===== config.mk =====
export PLATFORM = sky130hd
export DESIGN_NAME = instr_fetch_flat
export DESIGN_NICKNAME = d
export VERILOG_FILES = /design/src/rtl/mips_pkg.sv /design/src/rtl/instr_fetch_if.sv /design/src/rtl/fetch_skid_buf.sv /design/src/rtl/instr_fetch.sv /design/src/flat_wrapper.sv
export SDC_FILE = /design/constraint.sdc
export NUM_CORES = 1
export LEC_CHECK = 0
export CORE_ASPECT_RATIO = 1.2
export CORE_MARGIN = 2
export CORE_UTILIZATION = 30
export CTS_CLUSTER_DIAMETER = 50
export CTS_CLUSTER_SIZE = 12
export DETAILED_ROUTE_END_ITERATION = 12
export HOLD_SLACK_MARGIN = 0.15
export SLEW_MARGIN = 10
export SYNTH_ARGS = -nofsm -noshare
export SYNTH_HDL_FRONTEND = slang
export SYNTH_SLANG_ARGS = --single-unit

===== constraint.sdc =====
create_clock -name clk -period 1.95 [get_ports clk]
set_input_delay 0.2925 -clock clk [delete_from_list [all_inputs] [get_ports clk]]
set_output_delay 0.2925 -clock clk [all_outputs]
set_load 0.03 [all_outputs]

===== src/rtl/mips_pkg.sv =====
// rtl/mips_pkg.sv - shared MIPS core constants, opcode values and fetch FSM state type
package mips_pkg;

  localparam int INSTR_W = 32;

  localparam logic [5:0] OP_RTYPE = 6'h00;
  localparam logic [5:0] OP_LW    = 6'h23;
  localparam logic [5:0] OP_SW    = 6'h2B;
  localparam logic [5:0] OP_BEQ   = 6'h04;
  localparam logic [5:0] OP_J     = 6'h02;

  typedef enum logic [1:0] {
    ISSUE = 2'd0,
    WAIT  = 2'd1,
    HOLD  = 2'd2
  } fetch_state_t;

  // J-type target: upper nibble of the delay-slot address, 26-bit word index.
  function automatic logic [31:0] jump_target(input logic [31:0] pc_plus4,
                                              input logic [INSTR_W-1:0] instr);
    return {pc_plus4[31:28], instr[25:0], 2'b00};
  endfunction

endpackage


===== src/rtl/instr_fetch_if.sv =====
// rtl/instr_fetch_if.sv - fetch-stage bundle: imem request/response, redirect, decode handshake
interface instr_fetch_if;
  import mips_pkg::*;

  logic               imem_req;
  logic [31:0]        imem_addr;
  logic               imem_gnt;
  logic               imem_rvalid;
  logic [INSTR_W-1:0] imem_rdata;
  logic               redirect;
  logic [31:0]        redirect_pc;
  logic               id_valid;
  logic               id_ready;
  logic [INSTR_W-1:0] id_instr;
  logic [5:0]         id_opcode;
  logic [31:0]        id_pc_plus4;

  modport master (
    output imem_req, imem_addr, id_valid, id_instr, id_opcode, id_pc_plus4,
    input  imem_gnt, imem_rvalid, imem_rdata, redirect, redirect_pc, id_ready
  );

  modport slave (
    input  imem_req, imem_addr, id_valid, id_instr, id_opcode, id_pc_plus4,
    output imem_gnt, imem_rvalid, imem_rdata, redirect, redirect_pc, id_ready
  );

endinterface


===== src/rtl/fetch_skid_buf.sv =====
// rtl/fetch_skid_buf.sv - decode slot plus one-entry skid buffer with flush
module fetch_skid_buf
  import mips_pkg::*;
(
  input  logic               clk,
  input  logic               rst_n,
  input  logic               flush,
  input  logic               in_valid,
  input  logic [INSTR_W-1:0] in_instr,
  input  logic [31:0]        in_pc_plus4,
  output logic               fill_skid,
  output logic               out_valid,
  input  logic               out_ready,
  output logic [INSTR_W-1:0] out_instr,
  output logic [31:0]        out_pc_plus4
);

  logic               slot_valid_q, slot_valid_d;
  logic [INSTR_W-1:0] slot_instr_q, slot_instr_d;
  logic [31:0]        slot_pc4_q, slot_pc4_d;
  logic               skid_valid_q, skid_valid_d;
  logic [INSTR_W-1:0] skid_instr_q, skid_instr_d;
  logic [31:0]        skid_pc4_q, skid_pc4_d;
  logic               pop;

  assign pop       = slot_valid_q && out_ready;
  assign fill_skid = in_valid && slot_valid_q && !out_ready;

  always_comb begin
    slot_valid_d = slot_valid_q;
    slot_instr_d = slot_instr_q;
    slot_pc4_d   = slot_pc4_q;
    skid_valid_d = skid_valid_q;
    skid_instr_d = skid_instr_q;
    skid_pc4_d   = skid_pc4_q;
    // Flush drops valid bits only; the data registers keep their last contents.
    if (flush) begin
      slot_valid_d = 1'b0;
      skid_valid_d = 1'b0;
    end else begin
      if (pop) begin
        if (skid_valid_q) begin
          slot_instr_d = skid_instr_q;
          slot_pc4_d   = skid_pc4_q;
          skid_valid_d = 1'b0;
        end else begin
          slot_valid_d = 1'b0;
        end
      end
      if (in_valid) begin
        if (fill_skid) begin
          skid_valid_d = 1'b1;
          skid_instr_d = in_instr;
          skid_pc4_d   = in_pc_plus4;
        end else begin
          slot_valid_d = 1'b1;
          slot_instr_d = in_instr;
          slot_pc4_d   = in_pc_plus4;
        end
      end
    end
  end

  always_ff @(posedge clk or negedge rst_n) begin
    if (!rst_n) begin
      slot_valid_q <= 1'b0;
      slot_instr_q <= '0;
      slot_pc4_q   <= '0;
      skid_valid_q <= 1'b0;
      skid_instr_q <= '0;
      skid_pc4_q   <= '0;
    end else begin
      slot_valid_q <= slot_valid_d;
      slot_instr_q <= slot_instr_d;
      slot_pc4_q   <= slot_pc4_d;
      skid_valid_q <= skid_valid_d;
      skid_instr_q <= skid_instr_d;
      skid_pc4_q   <= skid_pc4_d;
    end
  end

  assign out_valid    = slot_valid_q;
  assign out_instr    = slot_instr_q;
  assign out_pc_plus4 = slot_pc4_q;

endmodule


===== src/rtl/instr_fetch.sv =====
// rtl/instr_fetch.sv - MIPS instruction fetch: PC, single-outstanding imem requests, redirect/kill
// Optional FETCH_JUMP_EN: resolve J instructions in fetch on response acceptance.
module instr_fetch
  import mips_pkg::*;
#(
  parameter logic [31:0] RESET_PC = 32'h0000_0000
) (
  input logic           clk,
  input logic           rst_n,
  instr_fetch_if.master bus
);

  fetch_state_t state_q, state_d;
  logic [31:0]  pc_q, pc_d;
  logic [31:0]  tag_q, tag_d;
  logic         kill_q, kill_d;
  logic         run_q, run_d;
  logic [31:0]  tag_plus4;
  logic         rsp_fire;
  logic         rsp_accept;
  logic         is_jump;
  logic         fill_skid;
  logic         req;
  logic         grant;

  assign tag_plus4  = tag_q + 32'd4;
  assign rsp_fire   = (state_q == WAIT) && bus.imem_rvalid;
  assign rsp_accept = rsp_fire && !kill_q && !bus.redirect;

`ifdef FETCH_JUMP_EN
  assign is_jump = rsp_accept && (bus.imem_rdata[31:26] == OP_J);
`else
  assign is_jump = 1'b0;
`endif

  // run_q holds the first request off until the cycle after reset release.
  always_comb begin
    req = 1'b0;
    case (state_q)
      ISSUE:   req = run_q;
      WAIT:    req = rsp_accept && !fill_skid && !is_jump;
      default: req = 1'b0;
    endcase
  end

  assign grant = req && bus.imem_gnt;

  always_comb begin
    state_d = state_q;
    pc_d    = pc_q;
    tag_d   = tag_q;
    kill_d  = kill_q;
    run_d   = 1'b1;

    if (grant) begin
      tag_d = pc_q;
      pc_d  = pc_q + 32'd4;
    end

    case (state_q)
      ISSUE: begin
        if (grant) state_d = WAIT;
      end
      WAIT: begin
        if (rsp_fire) begin
          kill_d = 1'b0;
          if (grant)          state_d = WAIT;
          else if (fill_skid) state_d = HOLD;
          else                state_d = ISSUE;
        end
        if (is_jump) pc_d = jump_target(tag_plus4, bus.imem_rdata);
      end
      HOLD: begin
        if (bus.id_ready) state_d = ISSUE;
      end
      default: state_d = ISSUE;
    endcase

    // A request still in flight after a redirect must be drained and discarded.
    if (bus.redirect) begin
      pc_d = bus.redirect_pc & ~32'd3;
      if ((state_q == WAIT && !rsp_fire) || grant) begin
        state_d = WAIT;
        kill_d  = 1'b1;
      end else begin
        state_d = ISSUE;
        kill_d  = 1'b0;
      end
    end
  end

  always_ff @(posedge clk or negedge rst_n) begin
    if (!rst_n) begin
      state_q <= ISSUE;
      pc_q    <= RESET_PC;
      tag_q   <= '0;
      kill_q  <= 1'b0;
      run_q   <= 1'b0;
    end else begin
      state_q <= state_d;
      pc_q    <= pc_d;
      tag_q   <= tag_d;
      kill_q  <= kill_d;
      run_q   <= run_d;
    end
  end

  fetch_skid_buf u_skid (
    .clk          (clk),
    .rst_n        (rst_n),
    .flush        (bus.redirect),
    .in_valid     (rsp_accept),
    .in_instr     (bus.imem_rdata),
    .in_pc_plus4  (tag_plus4),
    .fill_skid    (fill_skid),
    .out_valid    (bus.id_valid),
    .out_ready    (bus.id_ready),
    .out_instr    (bus.id_instr),
    .out_pc_plus4 (bus.id_pc_plus4)
  );

  assign bus.imem_req  = req;
  assign bus.imem_addr = pc_q;
  assign bus.id_opcode = bus.id_instr[31:26];

endmodule


===== src/flat_wrapper.sv =====
// flat-port wrapper written by rule: the top's interface ports become plain ports
module instr_fetch_flat import mips_pkg::*;
#(
  parameter logic [31:0] RESET_PC = 32'h0000_0000
)
  (clk, rst_n, bus_imem_req, bus_imem_addr, bus_id_valid, bus_id_instr, bus_id_opcode, bus_id_pc_plus4, bus_imem_gnt, bus_imem_rvalid, bus_imem_rdata, bus_redirect, bus_redirect_pc, bus_id_ready);
  instr_fetch_if bus_i ();
  input logic clk;
  input logic rst_n;
  output wire logic [$bits(bus_i.imem_req)-1:0] bus_imem_req;
  output wire logic [$bits(bus_i.imem_addr)-1:0] bus_imem_addr;
  output wire logic [$bits(bus_i.id_valid)-1:0] bus_id_valid;
  output wire logic [$bits(bus_i.id_instr)-1:0] bus_id_instr;
  output wire logic [$bits(bus_i.id_opcode)-1:0] bus_id_opcode;
  output wire logic [$bits(bus_i.id_pc_plus4)-1:0] bus_id_pc_plus4;
  input wire logic [$bits(bus_i.imem_gnt)-1:0] bus_imem_gnt;
  input wire logic [$bits(bus_i.imem_rvalid)-1:0] bus_imem_rvalid;
  input wire logic [$bits(bus_i.imem_rdata)-1:0] bus_imem_rdata;
  input wire logic [$bits(bus_i.redirect)-1:0] bus_redirect;
  input wire logic [$bits(bus_i.redirect_pc)-1:0] bus_redirect_pc;
  input wire logic [$bits(bus_i.id_ready)-1:0] bus_id_ready;
  assign bus_imem_req = bus_i.imem_req;
  assign bus_imem_addr = bus_i.imem_addr;
  assign bus_id_valid = bus_i.id_valid;
  assign bus_id_instr = bus_i.id_instr;
  assign bus_id_opcode = bus_i.id_opcode;
  assign bus_id_pc_plus4 = bus_i.id_pc_plus4;
  assign bus_i.imem_gnt = bus_imem_gnt;
  assign bus_i.imem_rvalid = bus_imem_rvalid;
  assign bus_i.imem_rdata = bus_imem_rdata;
  assign bus_i.redirect = bus_redirect;
  assign bus_i.redirect_pc = bus_redirect_pc;
  assign bus_i.id_ready = bus_id_ready;
  instr_fetch #(.RESET_PC(RESET_PC)) u_core (.clk(clk), .rst_n(rst_n), .bus(bus_i));
endmodule

==> results of run 1 <==
-- power breakdown --
part           switching [W]  leakage, nW  internal [W]
Clock                0.00166        0.294       0.00194
Sequential          0.000654         2.44       0.00489
Combinational        0.00284         3.06       0.00219
Total                0.00515         5.79       0.00901
-- metrics by stage --
step | util | total power (W)
floorplan | - | 0.008303
global placement | 0.4020 | 0.01064
detailed placement | 0.4020 | 0.01074
CTS | 0.4220 | 0.01437
global route | 0.4256 | 0.01496
finish | 0.4256 | 0.01417
-- layer usage --
layer | GRT usage | vias to the layer above | routed length (um)
met5 | 0 | - | 0
met4 | 0.05113 | 0 | 394
met3 | 0.02625 | 25 | 1209
met2 | 0.2553 | 222 | 11550
met1 | 0.2157 | 3499 | 11030
li1 | - | 3641 | -
-- worst max-delay path, cell delays in order (launching register included) --
cell      delay, ns
dfrtp_1        0.40
nand2b_1       0.19
nor2_1         0.10
buf_4          0.15
nand3_4        0.10
nand2_4        0.11
buf_12         0.13
-- worst max path at each step --
stage                                           to  slack (ns)                    start  cells after the start
after global routing                  bus_imem_req       -0.06        u_core.state_q[1]                      6
after CTS                             bus_imem_req       -0.05        u_core.state_q[1]                      6
after global placement    u_core.bus.imem_addr[31]       -0.20          bus_imem_rvalid                      7
final                                 bus_imem_req        0.04        u_core.state_q[1]                      6
after floorplan           u_core.bus.imem_addr[16]       0.003  u_core.bus.imem_addr[3]                      7
after detailed placement  u_core.bus.imem_addr[31]       -0.21          bus_imem_rvalid                      7
-- cell usage after synthesis (3+ instances only) --
master,number,area [um2]
mux2i_1,90,900.9
inv_1,14,52.55
nand2_1,243,912.1
xnor2_1,17,148.9
o311ai_0,4,35.03
o21ai_1,3,15.01
xor2_1,25,219.0
nor2b_1,3,18.77
nor3_1,3,15.01
and3_1,12,75.07
buf_2,16,80.08
nand4_1,13,81.33
a21oi_1,42,210.2
and4_1,5,43.79
nor4_1,8,50.05
o31a_1,3,26.28
buf_4,12,90.09
a211oi_1,5,37.54
nand3_1,31,155.2
a22oi_1,6,45.04
dfrtp_1,192,4805
nand4_2,4,50.05
a221o_1,4,40.04
clkbuf_1,27,101.4
nor2_1,50,187.7
o21ai_0,60,300.3
-- cells in the final DEF, fill, tap and decap left out, drive strengths merged, types with 17 or more instances in the layout --
cell type and count:
clkbuf 19, mux2i 90, nand3 31, a21oi 42
nor2 50, xnor2 17, inv 24, nand2 243
o21ai 63, buf 101, xor2 25, dfrtp 192
nand4 18, clkdlybuf4s50 142
-- cells by family (layout without fill, tap and decap cells) --
| family | Yosys count | count (layout) |
|---|---|---|
| fa+ha+maj | 2 | 2 |
| other cells | 2 | 3 |
| buf+inv | 71 | 315 |
| mux | 90 | 90 |
| flops | 192 | 192 |
| compound gates | 140 | 140 |
| xor+xnor | 42 | 42 |
| simple gates | 390 | 390 |
-- timing repair --
| item | in CTS | in global routing |
|---|---|---|
| pin swaps | 0 | 1 |
| gates resized for setup | 14 | 21 |
| buffers inserted | 0 | 7 |
| cloned | 0 | 0 |
| endpoints found under the hold margin | 192 | 0 |
| endpoints found under the setup margin | 13 | 25 |
| hold buffers | 1 | 0 |
-- sequential cells by signal, summed over array words and instances (netlist names) --
name / flops
u_core.u_skid.out_instr: 32
u_core.u_skid.out_pc_plus4: 32
u_core.u_skid.skid_instr_q: 32
u_core.bus.imem_addr: 30
u_core.tag_q: 30
u_core.u_skid.skid_pc4_q: 30
u_core.state_q: 2
u_core.kill_q: 1
u_core.run_q: 1
u_core.u_skid.out_valid: 1
u_core.u_skid.skid_valid_q: 1
-- final cells by class --
cell class,count,area [um2]
Fill cell,2879,17060
Sequential cell,192,4811
Multi-Input combinational cell,667,4003
Timing Repair Buffer,269,2694
Tap cell,390,488.0
Clock buffer,18,429.2
Clock inverter,14,163.9
Inverter,14,52.55
==> metrics.txt, run 1 <==
run status=finished clean; Max Clock Skew=0.01379 ns; Final ANT Viol Nets=0; Syn Inst Count=roughly 930; DRC violations left=0; Tcrit/Tclk final=0.9776; Fin. Hold Viols=0; die width=between 150 and 200 um; CTS tree=built; die area=31,590 um2; first-pass GRT wire length=roughly 39,000 um; syn avg cell area=just under 10 um2; worst hold path class=input pin to flop; clock slew at reported path FFs=about 0.080 ns; num rows=roughly 70; worst r2r path cells=7; Final WS setup=around 0.044 ns; Area after DPL=11,940 um2; Leak=approximately 5.8 nW; Final Non-Filler Cells=approximately 1.6k; yosys warns=0; Synth Flop Type=dfrtp_1; Max Fclk=about 520 MHz; RSZ-0062 raised after global routing=true; Final Cell Area=12,640 um2; Hold Crit Start=bus_redirect; CTS sink count=between 150 and 200; worst-path fanout max=3; antenna violations before repair=0; post-synth cell types=54; area of the core=between 20,000 and 30,000 um2; reg-to-reg endpoint=u_core.bus.imem_addr[30]; DIE HEIGHT=between 150 and 200 um; Tmin final=1.906 ns; Synth Area in Adders=0.002764; register area share after synthesis=0.5307; via count=7,387; PortBufs=169; xor-xnor portion of the synthesized cell area=0.04063; clock latency on the worst-skew pair=roughly 0.44 ns; synthesized area=9054 um2; Area Growth Syn to Fin=39.62%; TNS Setup=0 ns; EDFF count, synth=0; critical path endpoint category=output port; global router's overall resource usage=0.1579; RD Place Congestion=around 0.86; # diodes=0; H-tree levels=4; Detailed Place HPWL=17,520 um; PD cells=approximately 1100 nW/um2; worst hold stages=3; max cap viols=0; placed insts=1,524; launching point of the worst reg2reg path=u_core.kill_q; FFs w/ async S/R, synth=1.000; mux contribution to synthesized area=0.09950; Max VDD drop=~470 uV; CTS buffer count=17; final slew viol count=0; share of layout cells above drive strength 1=0.1380; Yosys reg bits=about 190; Setup CP Type=flop to output port; vias in the first global route=around 7.3k; critical path required time=between 1.5 and 2 ns; Routed WL per cell=roughly 15 um; drt pass-1 iters=4; Nets=1,233; initial cell density of the core=0.3049; pre-CTS setup slack=-0.2053 ns; Worst setup SP type=flop; Setup-failing EPs final=0; pin count of the biggest net entering global routing=57; CTS max path bufs=2; FF-to-FF setup slack=about 0.11 ns; Compound-Gate Fraction of Synth Area=0.09080; largest family of logic cells by synthesized area=simple AND/OR/NAND/NOR gates; post-synthesis simple-gate area fraction=0.1982; I/O pins=between 150 and 200; final wirelength=24,190 um; clock root buffer=clkbuf_16; Initial DRC Count=573; Hold EP=u_core.u_skid.skid_valid_q; crit path DAT=approximately 1.6 ns; grt ovf=0; Vias/cell=4.723; hold_ws=around 0.22 ns
No activity file was read; power rests on OpenSTA's default activity.
==> inputs of run 2 (changes only) <==
PLACE_DENSITY = 0.53   (was unset)
==> metrics.txt, run 2 (synthesis results as in run 1) <==
worst-path cell chain=clkdlybuf4s50_1 (was nand2b_1 > nor2_1 > buf_4 > nand3_4 > nand2_4 > buf_12); via count=7,316 (was 7,387); launching point of the worst reg2reg path=u_core.tag_q[13] (was u_core.kill_q); Max Clock Skew=0.01068 ns (was 0.01379 ns); Routed WL per cell=15.63 um (was 15.47 um); DRC violations left=0 (unchanged); CTS sink count=192 (unchanged); first-pass GRT wire length=40,080 um (was 39,430 um); PortBufs=169 (unchanged); CTS max path bufs=2 (unchanged); crit path launch=u_core.bus.imem_addr[26] (was u_core.state_q[1]); worst-path fanout max=6 (was 3); fill count=2,893 (was 2,879); Tmin final=1.899 ns (was 1.906 ns); num rows=69 (unchanged); clock root buffer=clkbuf_16 (unchanged); RSZ-0062 raised after global routing=true (unchanged); area of the core=29,700 um2 (unchanged); PD cells=1119 nW/um2 (was 1121 nW/um2); Worst setup SP type=flop (unchanged); Max Fclk=526.7 MHz (was 524.6 MHz); Max VDD drop=501.4 uV (was 467.9 uV); most frequent cells in the layout=nand2_1 (242), dfrtp_1 (190), clkdlybuf4s50_1 (144), buf_4 (92), mux2i_1 (90) (was nand2_1 (242), dfrtp_1 (187), clkdlybuf4s50_1 (142), mux2i_1 (90), buf_4 (81)); Detailed Place HPWL=17,940 um (was 17,520 um); share of layout cells above drive strength 1=0.1420 (was 0.1380); Final Non-Filler Cells=1,573 (was 1,564); H-tree levels=4 (unchanged); grt ovf=0 (unchanged); Setup CP Type=flop to output port (unchanged); # diodes=0 (unchanged); vias in the first global route=7,399 (was 7,318); CTS buffer count=17 (unchanged); pin count of the biggest net entering global routing=68 (was 57); die width=162.6 um (unchanged); initial cell density of the core=0.3049 (unchanged); final wirelength=24,580 um (was 24,190 um); Rel. slew slack=0.6546; CP max-delay cell=clkdlybuf4s50_1 (was dfrtp_1); max cap viols=0 (unchanged); critical path required time=1.66 ns (about the same); Final ANT Viol Nets=0 (unchanged); Vias/cell=4.651 (was 4.723); run status=finished clean (unchanged); Fin. Hold Viols=0 (unchanged); area of the multi-input gates=4023 um2 (was 4003 um2); global router's overall resource usage=0.1604 (was 0.1579); clock slew at reported path FFs=0.08 ns (about the same); Final Cell Area=12,700 um2 (was 12,640 um2); Area Growth Syn to Fin=40.24% (was 39.62%); DIE HEIGHT=194.3 um (unchanged); placed insts=1,539 (was 1,524); cell family with most CP delay=buffers and inverters (was simple AND/OR/NAND/NOR gates); actual slew at the worst max-slew pin=just over 0.5 ns; antenna violations before repair=0 (unchanged); Leak=5.785 nW (was 5.795 nW); critical path endpoint category=output port (unchanged); RD Place Congestion=0.8947 (was 0.8567); clock latency on the worst-skew pair=0.43 ns (was 0.44 ns); Tcrit/Tclk final=0.9737 (was 0.9776); CP max stage delay=0.71 ns (was 0.40 ns); I/O pins=174 (unchanged); Area after DPL=12,010 um2 (was 11,940 um2); die area=31,590 um2 (unchanged); Seq. cell area=4807 um2 (was 4811 um2); Setup-failing EPs final=0 (unchanged); Nets=1,242 (was 1,233); Initial DRC Count=423 (was 573); worst hold path class=input pin to flop (unchanged); drt pass-1 iters=5 (was 4); crit path DAT=1.61 ns (about the same); CP bufs+invs=1 (was 2); Final Core Density=0.4275 (was 0.4256); final slew viol count=0 (unchanged); commonest non-fill, non-tap cell in the layout=nand2_1 (unchanged); Hold Crit Start=bus_redirect (unchanged); CTS tree=built (unchanged)
run 2: changes by cell type in the layout (fill, tap and decap cells not counted), moves of 2 or more:
cell             before  now
clkinv_4              1    5
dfrtp_2               5    2
buf_12               19   16
buf_4                81   92
dfrtp_1             187  190
clkdlybuf4s50_1     142  144
clkbuf_1              1    3
inv_6                 9    0
dlymetal6s2s_1       12    9
run 2: path summary, 6_finish.rpt:
| check | to | depth (start not counted) | slack (ns) |
|---|---|---|---|
| worst max-delay path | bus_imem_addr[26] | 1 | 0.05 |
| worst max register to register | u_core.u_skid.out_pc_plus4[31] | 5 | 0.09 |
| min in group asynchronous | u_core.bus.imem_addr[30] | 2 | 0.41 |
| max in group asynchronous | u_core.u_skid.out_instr[27] | 3 | 0.92 |
| worst min register to register | u_core.u_skid.skid_instr_q[8] | 2 | 0.47 |
| worst min-delay path | u_core.u_skid.skid_valid_q | 3 | 0.20 |
run 2: area by class of cell:
class                           instances  share of cell area
Clock buffer                           21             0.03547
Multi-Input combinational cell        667              0.3168
Clock inverter                         11             0.01242
Sequential cell                       192              0.3786
Tap cell                              390             0.03843
Timing Repair Buffer                  278              0.2141
Inverter                               14            0.004139
run 2: timing repair:
action | in CTS | in global routing
hold buffers | 1 | 0
resized for setup | 15 | 19
hold endpoints to repair | 49 | 0
pin swaps | 1 | 4
setup endpoints to repair | 14 | 23
buffers inserted | 1 | 0
run 2: metrics by stage:
| stage | setup WS, ns | power, W | hold slack [ns] | setup TNS (ns) |
|---|---|---|---|---|
| 3_5_place_dp | -0.2535 | 0.01073 | 0.3168 | -19.44 |
| 3_3_place_gp | -0.2296 | 0.01066 | 0.3157 | -15.73 |
| 4_1_cts | -0.04866 | 0.01441 | 0.1699 | -0.04866 |
| 5_1_grt | -0.02779 | 0.01499 | 0.2052 | -0.06029 |
| 6_report | 0.05129 | 0.01421 | 0.2026 | 0 |
| 2_1_floorplan | 0.003130 | 0.008303 | -0.003091 | 0 |
run 2: power breakdown:
| part | internal, W | total (W) | switching (W) |
|---|---|---|---|
| logic | 0.00219 | 0.00502 | 0.00283 |
| clock network | 0.00207 | 0.00363 | 0.00156 |
| registers | 0.00489 | 0.00555 | 0.000665 |
| total | 0.00915 | 0.0142 | 0.00506 |
run 2: layer usage:
metal,vias to the layer above,share of wire,global-route usage
met4,0,0.015,0.04687
li1,3656,-,-
met3,22,0.045,0.02945
met5,-,0,0
met2,190,0.47,0.2641
met1,3448,0.47,0.2152
